**config.mk**
```make
export PLATFORM = sky130hd
export DESIGN_NAME = pc_fetch_unit
export DESIGN_NICKNAME = d
export VERILOG_FILES = /design/src/rtl/cpu_pkg.sv /design/src/rtl/irq_sync_edge.sv /design/src/rtl/pc_fetch_unit.sv
export SDC_FILE = /design/constraint.sdc
export NUM_CORES = 1
export LEC_CHECK = 0
export ABC_AREA = 1
export CAP_MARGIN = 30
export CORE_UTILIZATION = 47
export CTS_BUF_LIST = sky130_fd_sc_hd__clkbuf_8
export CTS_CLUSTER_DIAMETER = 100
export DETAILED_ROUTE_END_ITERATION = 8
export PLACE_DENSITY = 0.95
export SLEW_MARGIN = 40
export SYNTH_ARGS = -nofsm -noshare
export SYNTH_HDL_FRONTEND = slang
export SYNTH_HIERARCHICAL = 1
export SYNTH_SLANG_ARGS = --single-unit
```
**constraint.sdc**
```tcl
create_clock -name clk -period 3.4 [get_ports clk]
set_input_delay 0.51 -clock clk [delete_from_list [all_inputs] [get_ports clk]]
set_output_delay 0.51 -clock clk [all_outputs]
set_load 0.01 [all_outputs]
```
**src/rtl/cpu_pkg.sv**
```systemverilog
// Shared definitions for the single-cycle MIPS core front end:
// next-PC select encoding, trap return registers and reset/trap vectors.
// The vector constants are also consumed by the ROM image generator.
package cpu_pkg;

    // Next-PC source selected by the decoder
    typedef enum logic [1:0] {
        PC_SEQ    = 2'd0,
        PC_BRANCH = 2'd1,
        PC_JUMP   = 2'd2,
        PC_JR     = 2'd3
    } pc_sel_t;

    // Trap return-address registers ($k0 for interrupts, $k1 for exceptions)
    localparam logic [4:0] REG_XP     = 5'd26;
    localparam logic [4:0] REG_XP_EXC = 5'd27;

    // ROM words 0, 1 and 2 hold the reset, interrupt and exception entries
    localparam logic [31:0] VEC_RESET = 32'h8000_0000;
    localparam logic [31:0] VEC_IRQ   = 32'h8000_0004;
    localparam logic [31:0] VEC_EXC   = 32'h8000_0008;

    localparam int unsigned ROM_WORDS_DEFAULT = 150;

    // Branch displacement in bytes, sign-extended to the 31-bit address field
    function automatic logic [30:0] branch_offset(input logic [15:0] imm);
        return {{13{imm[15]}}, imm, 2'b00};
    endfunction

    // Sequential successor: bits 30:0 wrap, the kernel bit is carried through
    function automatic logic [31:0] seq_addr(input logic [31:0] pc);
        return {pc[31], pc[30:0] + 31'd4};
    endfunction

endpackage

```
**src/rtl/irq_sync_edge.sv**
```systemverilog
// Synchroniser for the asynchronous interrupt line followed by a
// rising-edge detector on the synchronised level. Fewer than two stages
// are never built, whatever SYNC_STAGES says.
module irq_sync_edge #(
    parameter int unsigned SYNC_STAGES = 2
) (
    input  logic clk,
    input  logic rst_n,
    input  logic async_in,
    output logic rise
);

    localparam int unsigned STAGES_C = (SYNC_STAGES < 2) ? 2 : SYNC_STAGES;

    logic [STAGES_C-1:0] sync_r;
    logic                prev_r;

    // Shift the raw request through the metastability chain and remember
    // the previous synchronised level for edge detection
    always_ff @(posedge clk or negedge rst_n) begin
        if (!rst_n) begin
            sync_r <= '0;
            prev_r <= 1'b0;
        end else begin
            sync_r <= {sync_r[STAGES_C-2:0], async_in};
            prev_r <= sync_r[STAGES_C-1];
        end
    end

    assign rise = sync_r[STAGES_C-1] & ~prev_r;

endmodule

```
**src/rtl/pc_fetch_unit.sv**
```systemverilog
// Instruction-fetch stage: holds the PC (bit 31 = kernel mode), selects the
// next PC, latches synchronised interrupt edges and raises the trap write of
// the return address. ROM access has zero latency, so everything except the
// PC and the pending flag is combinational.
// Optional build macro FETCH_BOUND_CHECK_EN: user-mode fetches beyond the ROM
// depth are turned into illegal-op exceptions.
module pc_fetch_unit
    import cpu_pkg::*;
#(
    parameter logic [31:0] RESET_VEC   = VEC_RESET,
    parameter logic [31:0] IRQ_VEC     = VEC_IRQ,
    parameter logic [31:0] EXC_VEC     = VEC_EXC,
    parameter int unsigned ROM_WORDS   = ROM_WORDS_DEFAULT,
    parameter int unsigned SYNC_STAGES = 2
) (
    input  logic        clk,
    input  logic        rst_n,
    input  logic        stall_i,
    input  logic [1:0]  pc_sel_i,
    input  logic        branch_taken_i,
    input  logic [15:0] imm16_i,
    input  logic [25:0] jtarget_i,
    input  logic [31:0] jr_target_i,
    input  logic        illop_i,
    input  logic        irq_i,
    output logic [31:0] pc_o,
    output logic [30:0] rom_addr_o,
    output logic [31:0] pc_plus4_o,
    output logic        kernel_o,
    output logic        squash_o,
    output logic        trap_we_o,
    output logic [4:0]  trap_reg_o,
    output logic [31:0] trap_data_o,
    output logic        irq_ack_o
);

`ifdef FETCH_BOUND_CHECK_EN
    localparam bit BOUND_EN_C = 1'b1;
`else
    localparam bit BOUND_EN_C = 1'b0;
`endif

    localparam logic [28:0] ROM_LIMIT_C = 29'(ROM_WORDS);

    logic [31:0] pc_r;
    logic        pending_r;

    logic [31:0] pc_next_s;
    logic        pending_next_s;
    logic [31:0] pc_plus4_s;
    logic [31:0] branch_tgt_s;
    logic [31:0] jump_tgt_s;
    logic [31:0] sel_tgt_s;
    logic        kernel_s;
    logic        bound_fault_s;
    logic        exc_take_s;
    logic        irq_take_s;
    logic        irq_rise_s;

    irq_sync_edge #(
        .SYNC_STAGES (SYNC_STAGES)
    ) u_irq_sync (
        .clk      (clk),
        .rst_n    (rst_n),
        .async_in (irq_i),
        .rise     (irq_rise_s)
    );

    assign kernel_s = pc_r[31];

    // Candidate addresses; branch arithmetic wraps inside bits 30:0
    always_comb begin
        pc_plus4_s   = seq_addr(pc_r);
        branch_tgt_s = {pc_plus4_s[31], pc_plus4_s[30:0] + branch_offset(imm16_i)};
        jump_tgt_s   = {pc_plus4_s[31:28], jtarget_i, 2'b00};
    end

    // Decoder-requested successor; spare encodings fall back to sequential
    always_comb begin
        sel_tgt_s = pc_plus4_s;
        case (pc_sel_t'(pc_sel_i))
            PC_SEQ:    sel_tgt_s = pc_plus4_s;
            PC_BRANCH: begin
                if (branch_taken_i) begin
                    sel_tgt_s = branch_tgt_s;
                end else begin
                    sel_tgt_s = pc_plus4_s;
                end
            end
            PC_JUMP:   sel_tgt_s = jump_tgt_s;
            PC_JR:     sel_tgt_s = jr_target_i;
            default:   sel_tgt_s = pc_plus4_s;
        endcase
    end

    // Trap qualification: kernel mode and stalls mask both trap kinds,
    // an exception in the same cycle defers the interrupt
    always_comb begin
        bound_fault_s = BOUND_EN_C && !kernel_s && (pc_r[30:2] >= ROM_LIMIT_C);
        exc_take_s    = !stall_i && !kernel_s && (illop_i || bound_fault_s);
        irq_take_s    = !stall_i && !kernel_s && pending_r && !illop_i && !bound_fault_s;
    end

    // Next PC, pending update and trap side effects in priority order
    always_comb begin
        pc_next_s      = sel_tgt_s;
        pending_next_s = pending_r | irq_rise_s;
        squash_o       = 1'b0;
        trap_we_o      = 1'b0;
        trap_reg_o     = 5'd0;
        trap_data_o    = 32'd0;
        irq_ack_o      = 1'b0;
        if (stall_i) begin
            pc_next_s = pc_r;
        end else if (exc_take_s) begin
            pc_next_s   = EXC_VEC;
            squash_o    = 1'b1;
            trap_we_o   = 1'b1;
            trap_reg_o  = REG_XP_EXC;
            trap_data_o = pc_plus4_s;
        end else if (irq_take_s) begin
            // Return to the interrupted instruction; an edge arriving in
            // this very cycle stays pending for the next opportunity
            pc_next_s      = IRQ_VEC;
            pending_next_s = irq_rise_s;
            squash_o       = 1'b1;
            trap_we_o      = 1'b1;
            trap_reg_o     = REG_XP;
            trap_data_o    = pc_r;
            irq_ack_o      = 1'b1;
        end else begin
            pc_next_s = sel_tgt_s;
        end
    end

    // Architectural PC and latched interrupt request
    always_ff @(posedge clk or negedge rst_n) begin
        if (!rst_n) begin
            pc_r      <= RESET_VEC;
            pending_r <= 1'b0;
        end else begin
            pc_r      <= pc_next_s;
            pending_r <= pending_next_s;
        end
    end

    assign pc_o       = pc_r;
    assign rom_addr_o = pc_r[30:0];
    assign pc_plus4_o = pc_plus4_s;
    assign kernel_o   = pc_r[31];

endmodule

```
==> run metrics <==
fraction of layout cells with a size suffix above 1 12.6%; Unique masters post-synth 38; row cnt 41; antenna violations before repair 0; Achievable Freq 0.297 GHz; Mean Syn Cell Area 5.45 µm²; WS Path Type reg2reg; routed vias 8468; crit start category register; unrepaired setup endpoints after global routing yes; DRC Markers 0; global-route wire length before repair 40100 µm; Period Utilization, post-route 99.1%; Seq/Total Area, Yosys 14.9%; maximum buffer depth of the clock tree 2; worst-path fanout max 6; Worst VDD drop 0.202 mV; gpl congestion 0.985; Fin Setup TNS 0 ns; total CTS buffers 5; pin count of the biggest net entering global routing 37; H-tree level count 2; min cycle time layout 3.37 ns; crit-path cells ha_2, nand2_1, nor2_2, nand2_4, inv_1, nand3_1, nand2_1, inv_1, ha_1, nand2_1, nor2_1, nand2_1, nor4_1, nand2_1, nand3_1, nand3_2, nand2_1, nand2_1, nand2_1, nand2_1; RR Startpoint pc_o[3]$_DFFE_PN0N_; DRT antenna net count 0; max cap viols 0; Critical Path Sink pc_o[27]$_DFFE_PN0N_; diodes inserted 0; drt wl/cell 17.7 µm; Least-Margin Pin Slew 0.573 ns; Clk Latency, worst-skew pair 0.31 ns; Pre-antenna DRT Iters 6; Final Max Tran Viols 0; CP startpoint pc_o[3]$_DFFE_PN0N_; vias in the first global route 7671; Slew headroom 61.7%; Reg2Reg Setup Slack 0.03 ns; final wirelength 26900 µm; total die area 0.0133 mm²; Placed Cells incl. Taps 1508; post-synth top area cell nand2_1; Overall Power 4.17 mW; grt peak-use layer met2; reg2reg path depth 20; core area 0.0126 mm²; met3 Usage GRT 7.37%; status finished clean; synth top area cells nand2_1 (23%), dfrtp_1 (14%), inv_1 (10%); number of synthesized register bits 36; post-synth top area share 23.1%; final setup fails 0; I/O pins 218; ys async rst share 100%; most frequent cell after synthesis nand2_1; YS warnings 6; CTS sink cnt 36; grt met1 use 50.0%; initial drt markers 1129; EDFF count, synth 0; GRT Total Usage 39.3%; Area growth syn-to-layout 47.1%; hold crit path type in2async; Syn Inst Count 1111; endpoint class of the critical path register; slowest stage delay, CP 0.42 ns; most instantiated cells after synthesis nand2_1 (373), inv_1 (164), nor2_1 (100); power density over the cells 468 mW/mm²; Die Wd 116 µm; gr ovfl total 0; Most used DFF post-synth dfrtp_1; overall die height 116 µm; DR vias/cell 5.57; Reg-to-Reg End pc_o[27]$_DFFE_PN0N_; leak pwr 4.46 nW; PortBufs 215; # hold bufs at CTS 0; CP Data Arrival Time 3.57 ns; CP Data Required Time 3.60 ns; Setup Skew 0.00729 ns; effective utilization at floorplan 48.2%; HPWL after detailed placement 21600 µm; non-filler instance count after layout 1519; Netlist Area Pre-Place 0.00606 mm²; CTS tree done; met2 GRT Util 63.8%; slowest CP cell dfrtp_1; CTS root buffer clkbuf_8; Layout Nets 1463; Worst-path clk slew 0.08 ns; CP dominant cell by count nand2_1; Fin. Hold Viols 0
cell families after synthesis:
logic type	share of synthesized area [%]
flip-flops	14.9
buffers and inverters	17.6
XOR/XNOR	2.42
other	0.0619
adder cells (fa/ha/maj)	7.35
AND/OR/NAND/NOR	39.7
AO/OA/AOI/OAI	18.0
routing by layer:
| layer | wire, µm | up-vias |
|---|---|---|
| met4 | 1360 | 0 |
| met1 | 10200 | 3766 |
| met5 | 0 | - |
| met2 | 12100 | 636 |
| met3 | 3280 | 110 |
| li1 | - | 3956 |
cell type report:
type,instances,area (µm²)
multi-input cells,833,4280
fillers,1094,3650
repair buffers,296,2760
flip-flops and latches,36,911
inverters,174,653
well taps,172,215
clock buffers,6,82.6
clock inverters,2,10.0
worst max-delay path: cells and delay by family (launching register included):
| kind | cells | cell delay (ns) |
|---|---|---|
| flip-flops | 1 | 0.42 |
| adder cells (fa/ha/maj) | 2 | 0.62 |
| buffers and inverters | 2 | 0.21 |
| AND/OR/NAND/NOR | 16 | 2.01 |
power by group:
group	switching [mW]	leakage [nW]	internal, mW
clock network	0.181	0.0510	0.162
logic	1.78	3.98	1.39
registers	0.130	0.436	0.526
cell usage in the layout, fill, tap and decap left out, drive strengths merged, types with 7 or more instances in the layout:
| cell | n |
|---|---|
| nand3 | 67 |
| clkdlybuf4s50 | 214 |
| nor2 | 112 |
| nor3 | 10 |
| xor2 | 15 |
| nand4 | 8 |
| a21oi | 86 |
| ha | 34 |
| o211ai | 8 |
| nand2 | 378 |
| o21ai | 66 |
| buf | 82 |
| o21bai | 7 |
| inv | 173 |
| dfrtp | 35 |
| o22ai | 29 |
metrics by stage:
stage	hold WS, ns	area (µm²)	util (%)	worst slack, ns
floorplan	0.214	6060	-	0.459
global placement	0.356	8590	68.4	0.0505
detailed placement	0.349	8600	68.4	-0.0498
CTS	0.178	8700	69.2	0.0392
global route	0.208	8910	70.9	-0.136
finish	0.155	8910	70.9	0.0308
sequential cells by signal, indices dropped and copies added, names as in the netlist:
name	flops
pc_o	32
pending_r	1
u_irq_sync/prev_r	1
u_irq_sync/sync_r	2
how the worst min path moves through the flow:
stage                                     endpoint  slack (ns)  cells past startpoint
floorplan                      pc_o[0]$_DFFE_PN0P_        0.21                      0
global placement    u_irq_sync/sync_r[1]$_DFF_PN0_        0.36                      0
detailed placement  u_irq_sync/sync_r[1]$_DFF_PN0_        0.35                      0
CTS                           pc_o[21]$_DFFE_PN0N_        0.18                      1
global route                  pc_o[25]$_DFFE_PN0N_        0.21                      1
finish                        pc_o[21]$_DFFE_PN0N_        0.16                      1
what timing repair did:
action | 4_1_cts | 5_1_grt
setup endpoints to repair | 3 | 21
setup buffers | 1 | 2
resized for setup | 2 | 50
pin swaps | 0 | 2
gates cloned | 0 | 0
endpoints found under the hold margin | 0 | 0
No activity file was read; power rests on OpenSTA's default activity.
